--- src/rtl/uart_rx_fabric.sv ---
// 8N1 UART receiver for the MSS UART transmit line: 2-flop synchronizer,
// mid-bit sampling FSM and a single-entry valid/ready output register.
module uart_rx_fabric #(
   parameter int CLKS_PER_BIT = 434
) (
   input  logic       CLK,
   input  logic       RESET,
   input  logic       MMUART_0_TXD,
   output logic [7:0] RX_DATA,
   output logic       RX_VALID,
   input  logic       RX_READY,
   output logic       FRAME_ERR,
   output logic       OVERRUN
);

   localparam logic [15:0] HALF_LAST = 16'(CLKS_PER_BIT / 2 - 1);
   localparam logic [15:0] BIT_LAST  = 16'(CLKS_PER_BIT - 1);

   typedef enum logic [2:0] {IDLE, START, DATA, STOP, BREAK} state_t;

   state_t      state_q, state_d;
   logic [15:0] timer_q, timer_d;
   logic [2:0]  idx_q, idx_d;
   logic [7:0]  shift_q, shift_d;
   logic [7:0]  rx_data_q, rx_data_d;
   logic        rx_valid_q, rx_valid_d;
   logic        frame_err_q, frame_err_d;
   logic        overrun_q, overrun_d;
   logic        stop_ok;
   logic        rxd_p0, rxd_p1;
   logic        rxd_s;

   // synchronizer stage: idle-high so reset never looks like a start bit
   always_ff @(posedge CLK) begin
      if (RESET) begin
         rxd_p0 <= 1'b1;
         rxd_p1 <= 1'b1;
      end else begin
         rxd_p0 <= MMUART_0_TXD;
         rxd_p1 <= rxd_p0;
      end
   end

   assign rxd_s = rxd_p1;

   always_comb begin
      state_d     = state_q;
      timer_d     = timer_q;
      idx_d       = idx_q;
      shift_d     = shift_q;
      stop_ok     = 1'b0;
      frame_err_d = 1'b0;
      case (state_q)
         IDLE: begin
            if (!rxd_s) begin
               state_d = START;
               timer_d = 16'd0;
            end
         end
         START: begin
            if (timer_q == HALF_LAST) begin
               timer_d = 16'd0;
               idx_d   = 3'd0;
               state_d = rxd_s ? IDLE : DATA;
            end else begin
               timer_d = timer_q + 16'd1;
            end
         end
         DATA: begin
            if (timer_q == BIT_LAST) begin
               timer_d        = 16'd0;
               shift_d[idx_q] = rxd_s;
               if (idx_q == 3'd7) state_d = STOP;
               else               idx_d   = idx_q + 3'd1;
            end else begin
               timer_d = timer_q + 16'd1;
            end
         end
         STOP: begin
            if (timer_q == BIT_LAST) begin
               timer_d = 16'd0;
               if (rxd_s) begin
                  stop_ok = 1'b1;
                  state_d = IDLE;
               end else begin
                  frame_err_d = 1'b1;
                  state_d     = BREAK;
               end
            end else begin
               timer_d = timer_q + 16'd1;
            end
         end
         BREAK: begin
            if (rxd_s) state_d = IDLE;
         end
         default: state_d = IDLE;
      endcase
   end

   // A transfer frees the register in the same cycle a new byte may land in it
   always_comb begin
      rx_data_d  = rx_data_q;
      rx_valid_d = rx_valid_q;
      overrun_d  = 1'b0;
      if (rx_valid_q && RX_READY) rx_valid_d = 1'b0;
      if (stop_ok) begin
         if (!rx_valid_q || RX_READY) begin
            rx_data_d  = shift_q;
            rx_valid_d = 1'b1;
         end else begin
            overrun_d = 1'b1;
         end
      end
   end

   always_ff @(posedge CLK) begin
      if (RESET) begin
         state_q     <= IDLE;
         timer_q     <= 16'd0;
         idx_q       <= 3'd0;
         shift_q     <= 8'h00;
         rx_data_q   <= 8'h00;
         rx_valid_q  <= 1'b0;
         frame_err_q <= 1'b0;
         overrun_q   <= 1'b0;
      end else begin
         state_q     <= state_d;
         timer_q     <= timer_d;
         idx_q       <= idx_d;
         shift_q     <= shift_d;
         rx_data_q   <= rx_data_d;
         rx_valid_q  <= rx_valid_d;
         frame_err_q <= frame_err_d;
         overrun_q   <= overrun_d;
      end
   end

   assign RX_DATA   = rx_data_q;
   assign RX_VALID  = rx_valid_q;
   assign FRAME_ERR = frame_err_q;
   assign OVERRUN   = overrun_q;

endmodule
--- config.mk ---
export PLATFORM = sky130hd
export DESIGN_NAME = uart_rx_fabric
export DESIGN_NICKNAME = d
export VERILOG_FILES = /design/src/rtl/uart_rx_fabric.sv
export SDC_FILE = /design/constraint.sdc
export NUM_CORES = 1
export LEC_CHECK = 0
export ABC_AREA = 0
export CORE_ASPECT_RATIO = 1.2
export CORE_MARGIN = 2
export CORE_UTILIZATION = 45
export CTS_CLUSTER_SIZE = 8
export DETAILED_ROUTE_END_ITERATION = 7
export MAX_ROUTING_LAYER = met4
export PLACE_DENSITY = 0.72
export SLEW_MARGIN = 20
export SYNTH_ARGS = -nofsm -noshare
export SYNTH_HDL_FRONTEND = slang
export SYNTH_SLANG_ARGS = --single-unit
export TNS_END_PERCENT = 30
--- constraint.sdc ---
create_clock -name CLK -period 2.7 [get_ports CLK]
set_input_delay 0.405 -clock CLK [delete_from_list [all_inputs] [get_ports CLK]]
set_output_delay 0.405 -clock CLK [all_outputs]
set_load 0.1 [all_outputs]
### Word level (Yosys, flattened, before mapping)

Cells that the tools add are included.

* flip-flop bits (word level): 43
* logic and storage cells: 74
* input port bits: 4

* add/sub/neg operators: 2
* multiplexer cells: 28
* bitwise gates (word level): 3
* $lt $le $gt $ge: 2
* reductions and logical operators: 15
* equality and inequality tests: 14

Operator list (number)
* 16-bit 2-to-1 mux: 3
* 16-bit case mux with 3 select lines: 1
* 3-bit 2-to-1 mux: 10
* 16-bit by 1-bit adder with 16-bit output, second input constant: 1
* 16-bit by 8-bit == test with 1-bit output, second input constant: 1
* 16-bit by 9-bit == test with 1-bit output, second input constant: 1
* 3-bit case mux with 5 select lines: 1
* 2-bit inequality test, second input constant: 7
* 1-bit 2-to-1 mux: 9
* 8-bit bitwise mux: 1
* 3-bit by 2-bit == test with 1-bit output, second input constant: 2
* 3-bit == test, second input constant: 2
* 3-bit case mux with 2 select lines: 1
* 2-bit AND reduction: 3
* 6-bit AND reduction: 1
* 3-bit by 4-bit less-than comparator with 1-bit output, second input constant: 1
* 4-bit AND reduction: 1
* 2-bit OR reduction: 2
* 3-bit by 1-bit adder with 3-bit output, second input constant: 1
* 1-bit demux with 3-bit select: 1
* 3-bit by 1-bit == test with 1-bit output, second input constant: 1
* 3-bit by 1-bit greater-or-equal comparator with 1-bit output, second input constant: 1
* 3-bit zero test: 1
* 1-bit inverter: 3
* 7 further kinds: 8

### Logic depth before layout (Yosys ltp)

Gate-level depths: netlist (run 1).

* word-level depth: 5
* gate-level depth with buffers: 9

### Worst setup path before layout (run 1)

No wires, ideal clock.

* kind: reg2reg
* from: reg timer_q[1]
* to: reg rx_data_q[0], in the netlist RX_DATA[0]
* arrival: 1.904 ns
* buffers on the path: 1
* library setup time: 0.128 ns
* data required time: 2.572 ns
* cell stages (with the launch flop): 9
* setup slack: 0.668 ns
* clock period less this slack: 2.032 ns
* cell sequence: dfxtp_1 > inv_1 > ha_1 > nor3b_1 > nand4_2 > or4b_1 > buf_2 > mux2i_1 > nor2_1

* longest elaborated chain between the ends: 4

Ends and longest elaborated chain
* from (decl): RTL line 22 `logic [15:0] timer_q, timer_d;`
* from (signal assigned): RTL line 128 `timer_q <= timer_d;`
* 16-bit by 9-bit == test with 1-bit output: RTL line 80 `if (timer_q == BIT_LAST) begin`
* 1-bit 2-to-1 mux: RTL line 80
* 1-bit 2-to-1 mux: RTL line 53 `case (state_q)`
* 2-bit AND reduction (no line)
* to (signal assigned): RTL line 131 `rx_data_q <= rx_data_d;`
* to (decl): RTL line 25 `logic [7:0] rx_data_q, rx_data_d;`

Every way passes these cells.
A chain may end at the register's enable or synchronous reset.

### Final worst setup path (run 1)

* from: reg timer_q[1]
* to: reg rx_data_q[6], in the netlist RX_DATA[6]

Same word-level chain as after synthesis.

==> flow_summary.yaml, run 1 <==
min_path:
  holdCritStartpoint: "rxd_p0"
  hold_path_depth: 1
  worstHoldPathType: "flip-flop to flip-flop"
  min_to: "rxd_p1"
detailed_routing:
  avgViaCountPerCell: 5.555
  wl_per_cell_um: 12.81
  via_count: 1711
  postRouteAntennaNets: 0
  drc: 0
  wirelength_mm: 3.944
  drt_first_iter_violations: 162
  drtPass1Iterations: 4
power_and_ir_drop:
  p_sw_uw: 259.0
  cellInternalPower_uw: 864.9
  p_leak_uw: 0.0008725
  post-layout-total-power_uw: 1124
  swShare_pct: 23.05
  combinationalPowerShare_pct: 6.3
  power.density_cell_area_nw_per_um2: 484.0
  power_frac_seq_pct: 57.6
  clockPowerShare_pct: 36.1
  ir_drop_mv: 0.3416
floorplanning:
  initial_utilization_pct: 45.88
  pin_count: 15
  die_h_um: 78.42
  die-area_um2: 5177
  placement_rows: 27
  dieWidth_um: 66.02
  fp.coreArea_um2: 4527
sta:
  fmax_mhz: 422.9
  period_share_pct: 87.58
  final-setup-viol-count: 0
  rsz_0062_raised_after_global_routing: "false"
  timing_hold_violations_final: 0
  max_slew.worst_pin.slew_ps: 578.4
  max-slew-margin-rel_pct: 61.36
  worst_clock_skew_ps: 4.300
  finalCriticalPeriod_ps: 2365
  fin_setup_tns_ps: 0
  final_max_slew_viol_count: 0
  finalWorstSetupSlack_ps: 335.5
clocking:
  tritoncts.num_buffers: 5
  clk_root_buffer_cell: "sky130_fd_sc_hd__clkbuf_8"
  cts_tree: "built"
  clk_pin_slew_worst_paths_ps: 80
  cts_sinks: 43
  cts.htree.levels: 2
  clkLatencyLatePin_ps: 290
  clock_path_buffers: 2
  cts_repair_resize_count: 0
  postCtsHoldBufs: 0
  post_cts_buffers: 0
worst_setup_path:
  r2r_slack_ps: 340
  cp.required_ps: 2870
  timing.critical_path.to_type: "flip-flop"
  worstSetupStartpointType: "flip-flop"
  crit_path_cell_trace: "inv_1, ha_1, nor3b_1, nand4_2, or4b_1, mux2i_1, nor2_1"
  timing_worst_setup_path_type: "flip-flop to flip-flop"
  worst_r2r_endpoint: "RX_DATA[6]"
  worst_ep_arrival_time_ps: 2530
  max_stage_delay_ps: 790
  cp.buffers_inverters: 1
  reg2reg_from: "timer_q[1]"
  cell_count_of_the_worst_reg_to_reg_path: 7
  crit_path_max_fanout: 8
  crit_slowest_cell: "sky130_fd_sc_hd__or4b_1"
  timing.critical_path.max_delay_family: "simple AND/OR/NAND/NOR gates"
placement:
  portBuffers: 14
  post_dp_cell_area_um2: 2235
  hpwl_mm: 2.801
  place_ws_ps: 351.3
  globalplace.congestion: 0.8136
job:
  max-cap-violations: 0
synth:
  yosys.area_share.adder_pct: 3.012
  muxShareOfSynthArea_pct: 9.157
  synthFlopType: "sky130_fd_sc_hd__dfxtp_1"
  synth.yosys.warnings: 0
  synth_simple_gate_area_share_pct: 27.65
  synth_seq_area_share_pct: 41.45
  asr_flop_ratio_synth_pct: 0
  synth-xor-area-share_pct: 1.265
  synth-seq-cells: 43
  synth_nets: 247
  synth_enable_flop_cells: 0
  synth_compound_area_share_pct: 13.61
  netlist_instances: 238
  combinational_family_with_the_most_area_after_synthesis: "simple AND/OR/NAND/NOR gates"
  netlist-cell-type-count: 45
  syn_area_per_cell_um2: 8.727
  cell_area_after_synthesis_um2: 2077
finish:
  layout.cell_area.non_filler_um2: 2322
  nFillCells: 435
  share_of_post_route_cells_with_drive_strength_above_1_pct: 11.20
  antenna-diode-count: 0
  layout-area-overhead-vs-synth_pct: 11.81
  finish.net_count: 259
  area_used_by_multi_input_combinational_logic_um2: 1136
  final_cell_mix: "sky130_fd_sc_hd__dfxtp_1 (43), sky130_fd_sc_hd__nor2_1 (26), sky130_fd_sc_hd__nand2_1 (20)"
  most_common_cell_after_layout_fill_and_taps_aside: "sky130_fd_sc_hd__dfxtp_1"
  layout.core_utilization_pct: 51.30
  sequential_cell_area_um2: 860.8
outcome:
  status: "complete, no violations"
grt:
  grt_pass1_wl_mm: 6.893
  grt.overflow.total: 0
  grt_antenna_before_repair: 0
  grt_max_degree: 31
  first_global_vias: 1535
  grt_use_total_pct: 17.17
[routing by layer]
metal | global-route usage [%] | wire length, um | vias up
met5 | - | 0 | -
met4 | 5.510 | 13 | 0
met3 | 4.728 | 127 | 2
met2 | 26.87 | 1921 | 25
met1 | 21.52 | 1881 | 792
li1 | - | - | 892
[power groups by stage]
stage	Sequential [uW]	Combinational [uW]	Clock, uW
4_1_cts	647	71.3	428
3_3_place_gp	662	70.8	0
3_5_place_dp	662	70.8	0
2_1_floorplan	657	57.1	0
5_1_grt	648	79.7	448
6_report	647	70.7	406
[layout make-up]
| cell class | count | area share, % |
|---|---|---|
| clock buffers | 6 | 3.556 |
| clock inverters | 1 | 0.2155 |
| inverters | 8 | 1.293 |
| multi-input cells | 175 | 48.92 |
| flip-flops and latches | 43 | 37.07 |
| well taps | 58 | 3.125 |
| repair buffers | 17 | 5.819 |
[worst max path at each step]
stage | from | slack (ps) | cells after the start | to
final | timer_q[1] | 340 | 7 | RX_DATA[6]
after detailed placement | timer_q[1] | 350 | 7 | RX_DATA[6]
after floorplan | timer_q[1] | 670 | 8 | RX_DATA[0]
after global routing | timer_q[1] | 110 | 7 | RX_DATA[5]
after CTS | timer_q[1] | 340 | 7 | RX_DATA[0]
after global placement | timer_q[1] | 420 | 7 | RX_DATA[1]
[state kept, by name, summed over array words and instances, names as in the netlist]
name / count
timer_q: 16
state_q: 3
OVERRUN: 1
RX_VALID: 1
rxd_p1: 1
rxd_p0: 1
shift_q: 8
FRAME_ERR: 1
RX_DATA: 8
idx_q: 3
[cell families after synthesis]
group / after synthesis
AO/OA/AOI/OAI: 41
AND/OR/NAND/NOR: 107
buffers and inverters: 20
adder cells (fa/ha/maj): 5
multiplexers: 19
flip-flops: 43
XOR/XNOR: 3
[synthesized netlist by cell type, types with 3 or more instances]
library cell,instances,area share (%)
sky130_fd_sc_hd__nand2_1,20,3.6
sky130_fd_sc_hd__clkbuf_1,8,1.4
sky130_fd_sc_hd__nand4_1,4,1.2
sky130_fd_sc_hd__nor4_1,6,1.8
sky130_fd_sc_hd__nor3_1,9,2.2
sky130_fd_sc_hd__and3_1,5,1.5
sky130_fd_sc_hd__nor3b_1,3,1.1
sky130_fd_sc_hd__dfxtp_1,43,41
sky130_fd_sc_hd__buf_2,4,0.96
sky130_fd_sc_hd__and4_1,3,1.3
sky130_fd_sc_hd__and2_1,3,0.90
sky130_fd_sc_hd__a21oi_1,8,1.9
sky130_fd_sc_hd__mux2i_1,19,9.2
sky130_fd_sc_hd__nand2b_1,6,1.8
sky130_fd_sc_hd__a31oi_1,12,3.6
sky130_fd_sc_hd__a22o_1,3,1.3
sky130_fd_sc_hd__nand3_1,12,2.9
sky130_fd_sc_hd__nor2_1,26,4.7
sky130_fd_sc_hd__ha_1,5,3.0
sky130_fd_sc_hd__o21ai_0,3,0.72
sky130_fd_sc_hd__inv_1,8,1.4
[through the flow]
stage               hold WS (ps)  instances
floorplan                  389.5        238
global placement           392.0        301
detailed placement         395.4        301
CTS                        413.8        308
global route               420.9        308
finish                     411.9        308
Note: power is estimated with default switching activity, not from simulation.
==> run 2: changes to the inputs <==
- MAX_ROUTING_LAYER: met4 -> default
==> run 2 against run 1 <==
Sequential power about the same. Global-route usage decreased by 0.45 points. Register-to-register slack about the same. Worst setup slack got worse by 13 ps. Final area unchanged. Sequential cell count unchanged. Maximum frequency decreased by 0.54%. Clock skew about the same. Clock-buffer cell count unchanged. Clock power about the same. Critical path type unchanged. Critical endpoint unchanged.
==> flow_summary.yaml, run 2 (synthesis gave the netlist of run 1 again) <==
sta:
  max-slew-margin-rel_pct: 60.99
  finalCriticalPeriod_ps: 2377
  final-setup-viol-count: 0
  worst_clock_skew_ps: 4.043
  fin_setup_tns_ps: 0
  max_slew.worst_pin.slew_ps: 585.1
  timing_hold_violations_final: 0
  period_share_pct: 88.05
  final_max_slew_viol_count: 0
  fmax_mhz: 420.6
  rsz_0062_raised_after_global_routing: "false"
floorplanning:
  dieWidth_um: 66.02
  die-area_um2: 5177
  placement_rows: 27
  fp.coreArea_um2: 4527
  die_h_um: 78.42
  initial_utilization_pct: 45.88
  pin_count: 15
worst_setup_path:
  timing_worst_setup_path_type: "flip-flop to flip-flop"
  cell_count_of_the_worst_reg_to_reg_path: 7
  timing.critical_path.to_type: "flip-flop"
  worst_ep_arrival_time_ps: 2550
  crit_path_max_fanout: 8
  cp.required_ps: 2870
  worstSetupStartpointType: "flip-flop"
grt:
  grt_use_total_pct: 16.73
  grt_pass1_wl_mm: 6.886
  grt_antenna_before_repair: 0
  grt.overflow.total: 0
  grt_max_degree: 31
  first_global_vias: 1542
placement:
  hpwl_mm: 2.801
  globalplace.congestion: 0.8020
  portBuffers: 14
  post_dp_cell_area_um2: 2235
finish:
  top_register: "timer_q"
  most_common_cell_after_layout_fill_and_taps_aside: "sky130_fd_sc_hd__dfxtp_1"
  sequential_cell_area_um2: 860.8
  final_cell_mix: "sky130_fd_sc_hd__dfxtp_1 (43), sky130_fd_sc_hd__nor2_1 (26), sky130_fd_sc_hd__nand2_1 (20)"
  max_ffs_per_register: 16
  finish.net_count: 259
  layout.core_utilization_pct: 51.30
  antenna-diode-count: 0
  nFillCells: 435
  share_of_post_route_cells_with_drive_strength_above_1_pct: 11.20
  area_used_by_multi_input_combinational_logic_um2: 1136
  layout.cell_area.non_filler_um2: 2322
  layout-area-overhead-vs-synth_pct: 11.81
clocking:
  cts_repair_resize_count: 0
  cts.htree.levels: 2
  clk_pin_slew_worst_paths_ps: 80
  clock_path_buffers: 2
  cts_sinks: 43
  tritoncts.num_buffers: 5
  clkLatencyLatePin_ps: 290
  cts_tree: "built"
  clk_root_buffer_cell: "sky130_fd_sc_hd__clkbuf_8"
  post_cts_buffers: 0
  postCtsHoldBufs: 0
detailed_routing:
  drtPass1Iterations: 4
  drt_first_iter_violations: 155
  routed_wire_length_on_met2_mm: 1.918
  detailroute.wirelength.met3_um: 114
  avgViaCountPerCell: 5.562
  route.top_layer_used: "met4"
  wirelength_mm: 3.958
  via_count: 1713
  postRouteAntennaNets: 0
  drc: 0
  post_route_met1_wirelength_mm: 1.904
  wl_per_cell_um: 12.85
job:
  max-cap-violations: 0
power_and_ir_drop:
  ir_drop_mv: 0.3430
  post-layout-total-power_uw: 1125
  power.density_cell_area_nw_per_um2: 484.4
  p_leak_uw: 0.0008725
min_path:
  worstHoldPathType: "flip-flop to flip-flop"
  hold_path_depth: 1
outcome:
  status: "complete, no violations"
[run 2: cell counts in the layout (fill, tap and decap cells not counted)]
No cell type changed its count.
[run 2: worst max-delay path: stages (launching register included)]
cell	delay, ps
sky130_fd_sc_hd__dfxtp_1	340
sky130_fd_sc_hd__inv_1	90
sky130_fd_sc_hd__ha_1	130
sky130_fd_sc_hd__nor3b_1	340
sky130_fd_sc_hd__nand4_2	270
sky130_fd_sc_hd__or4b_1	800
sky130_fd_sc_hd__mux2i_1	230
sky130_fd_sc_hd__nor2_1	60
[run 2: final timing paths]
path	start	endpoint	slack (ps)
worst min register to register	rxd_p0	rxd_p1	410
worst min-delay path	rxd_p0	rxd_p1	410
worst max register to register	timer_q[1]	RX_DATA[6]	320
worst max-delay path	timer_q[1]	RX_DATA[6]	320
[run 2: layer usage]
metal | track usage (%) | up-vias
met2 | 26.87 | 23
met1 | 21.52 | 794
li1 | - | 892
met5 | 0 | -
met4 | 6.735 | 0
met3 | 3.868 | 4
[run 2: stage by stage]
| step | hold slack [ps] | cells | setup slack, ps |
|---|---|---|---|
| 6_report | 411.9 | 308 | 322.5 |
| 5_1_grt | 420.9 | 308 | 106.4 |
| 4_1_cts | 413.8 | 308 | 340.3 |
| 3_5_place_dp | 395.4 | 301 | 351.3 |
| 3_3_place_gp | 392.0 | 301 | 423.4 |
| 2_1_floorplan | 389.5 | 238 | 668.5 |
[run 2: power breakdown]
| group | switching, uW | internal, uW |
|---|---|---|
| logic | 45.1 | 25.5 |
| clock network | 206 | 201 |
| registers | 8.47 | 639 |
[run 2: cell type report]
class / count / share of cell area (%)
clock buffers: 6 / 3.556
clock inverters: 1 / 0.2155
inverters: 8 / 1.293
multi-input cells: 175 / 48.92
flip-flops and latches: 43 / 37.07
well taps: 58 / 3.125
repair buffers: 17 / 5.819
==> run 3: changes to the inputs <==
- GPL_TIMING_DRIVEN: default -> 0
==> run 3 against run 2 <==
Power is essentially flat. First-iteration DRC count shrank 49%. Combinational power grew 8.4%. Sequential share of layout area shrank 0.72 points. Routed wire length grew 9.0%. Clock skew shrank 1.2 ps. Maximum frequency grew 1.4%. Critical path type unchanged.
==> flow_summary.yaml, run 3 (synthesis gave the netlist of run 1 again) <==
finish:
  antenna-diode-count: 0
  final_cell_mix: "sky130_fd_sc_hd__dfxtp_1 (43), sky130_fd_sc_hd__nor2_1 (26), sky130_fd_sc_hd__nand2_1 (20)"
  most_common_cell_after_layout_fill_and_taps_aside: "sky130_fd_sc_hd__dfxtp_1"
  share_of_post_route_cells_with_drive_strength_above_1_pct: 7.336
  max_ffs_per_register: 16
  layout-area-overhead-vs-synth_pct: 14.04
  finish.cell_count_without_fillers: 317
  top_register: "timer_q"
  layout.core_utilization_pct: 52.32
  finish.net_count: 267
  layout.cell_area.non_filler_um2: 2369
placement:
  portBuffers: 13
  globalplace.congestion: 0.8422
  post_dp_cell_area_um2: 2280
  hpwl_mm: 3.138
  placedCellCount: 309
power_and_ir_drop:
  cellInternalPower_uw: 843.9
  power.density_cell_area_nw_per_um2: 474.7
  swShare_pct: 24.95
  p_leak_uw: 0.0008514
  combinationalPowerShare_pct: 6.8
  p_sw_uw: 280.5
  ir_drop_mv: 0.3413
  power_frac_seq_pct: 57.2
  clockPowerShare_pct: 36.0
grt:
  grt.overflow.total: 0
  grt_antenna_before_repair: 0
  grt_pass1_wl_mm: 7.431
  first_global_vias: 1659
  grt_use_total_pct: 18.31
  grt_max_degree: 15
clocking:
  tritoncts.num_buffers: 5
  cts_sinks: 43
  cts_tree: "built"
  cts_repair_resize_count: 0
  clock_path_buffers: 2
  post_cts_buffers: 0
  postCtsHoldBufs: 0
  cts.htree.levels: 2
  clkLatencyLatePin_ps: 300
  clk_pin_slew_worst_paths_ps: 80
  clk_root_buffer_cell: "sky130_fd_sc_hd__clkbuf_8"
min_path:
  worstHoldPathType: "flip-flop to flip-flop"
detailed_routing:
  avgViaCountPerCell: 5.757
  postRouteAntennaNets: 0
  wl_per_cell_um: 13.61
  drt_first_iter_violations: 79
  wirelength_mm: 4.314
  via_count: 1825
  drtPass1Iterations: 4
  drc: 0
floorplanning:
  die_h_um: 78.42
  pin_count: 15
  fp.coreArea_um2: 4527
  initial_utilization_pct: 45.88
  placement_rows: 27
  die-area_um2: 5177
  dieWidth_um: 66.02
sta:
  final-setup-viol-count: 0
  finalCriticalPeriod_ps: 2344
  fmax_mhz: 426.7
  worst_clock_skew_ps: 2.799
  final_max_slew_viol_count: 0
  period_share_pct: 86.81
  max_slew.worst_pin.slew_ps: 1006
  max-slew-margin-rel_pct: 32.32
  fin_setup_tns_ps: 0
  timing_hold_violations_final: 0
  rsz_0062_raised_after_global_routing: "false"
worst_setup_path:
  crit_path_cell_trace: "nor4_4, nand4_1, a32o_1, buf_2, buf_2, a21oi_1, a31oi_1"
  worstSetupStartpointType: "flip-flop"
  timing_worst_setup_path_type: "flip-flop to flip-flop"
  worst_path_most_repeated_cell: "sky130_fd_sc_hd__buf_2"
  timing.critical_path.max_delay_family: "simple AND/OR/NAND/NOR gates"
  cp.required_ps: 2880
  cp.buffers_inverters: 2
  max_stage_delay_ps: 490
  crit_path_max_fanout: 10
  crit_slowest_cell: "sky130_fd_sc_hd__nor4_4"
  worst_ep_arrival_time_ps: 2520
  timing.critical_path.to_type: "flip-flop"
outcome:
  status: "complete, no violations"
job:
  max-cap-violations: 0
## run 3: cell types whose count changed in the layout (fill, tap and decap cells not counted)
| cell | delta |
|---|---|
| sky130_fd_sc_hd__buf_4 | -14 |
| sky130_fd_sc_hd__clkdlybuf4s50_1 | +10 |
| sky130_fd_sc_hd__clkbuf_1 | +8 |
| sky130_fd_sc_hd__buf_2 | +4 |
| sky130_fd_sc_hd__clkinvlp_4 | +2 |
| sky130_fd_sc_hd__clkbuf_8 | -1 |
## run 3: cell type report
| type | count | area [um^2] |
|---|---|---|
| clock inverter | 3 | 20.02 |
| clock buffer | 5 | 68.82 |
| sequential | 43 | 860.8 |
| multi-input combinational | 175 | 1136 |
| timing repair buffer | 13 | 130.1 |
| tap | 58 | 72.57 |
| buffer | 12 | 50.05 |
| inverter | 8 | 30.03 |
| fill | 446 | 2158 |
## run 3: layer usage
layer / vias up / global-route usage, % / wire [um]
met3: 7 / 4.585 / 181
met4: 0 / 7.551 / 72
li1: 906 / - / -
met2: 41 / 31.52 / 2230
met1: 871 / 21.35 / 1829
met5: - / 0 / 0
## run 3: power groups by stage
stage                     Sequential, uW  Clock [uW]  Combinational, uW
after CTS                            643         422               77.0
after global placement               658           0               75.9
after detailed placement             658           0               76.8
final                                643         405               76.5
after global routing                 644         447               85.9
after floorplan                      657           0               57.1
## run 3: per-stage QoR
stage / hold WS [ps] / worst slack, ps / power (uW)
global placement: 393.7 / 402.5 / 734.0
finish: 421.3 / 356.2 / 1124
CTS: 428.1 / 371.9 / 1142
detailed placement: 406.8 / 391.1 / 735.0
global route: 437.3 / 194.6 / 1177
floorplan: 389.5 / 668.5 / 713.9
## run 3: worst paths after layout
kind                    start    endpoint  slack [ps]  depth (start not counted)
setup / recovery  timer_q[12]  timer_q[4]         360                          7
setup reg to reg  timer_q[12]  timer_q[4]         360                          7
hold / removal         rxd_p0      rxd_p1         420                          1
hold reg to reg        rxd_p0      rxd_p1         420                          1
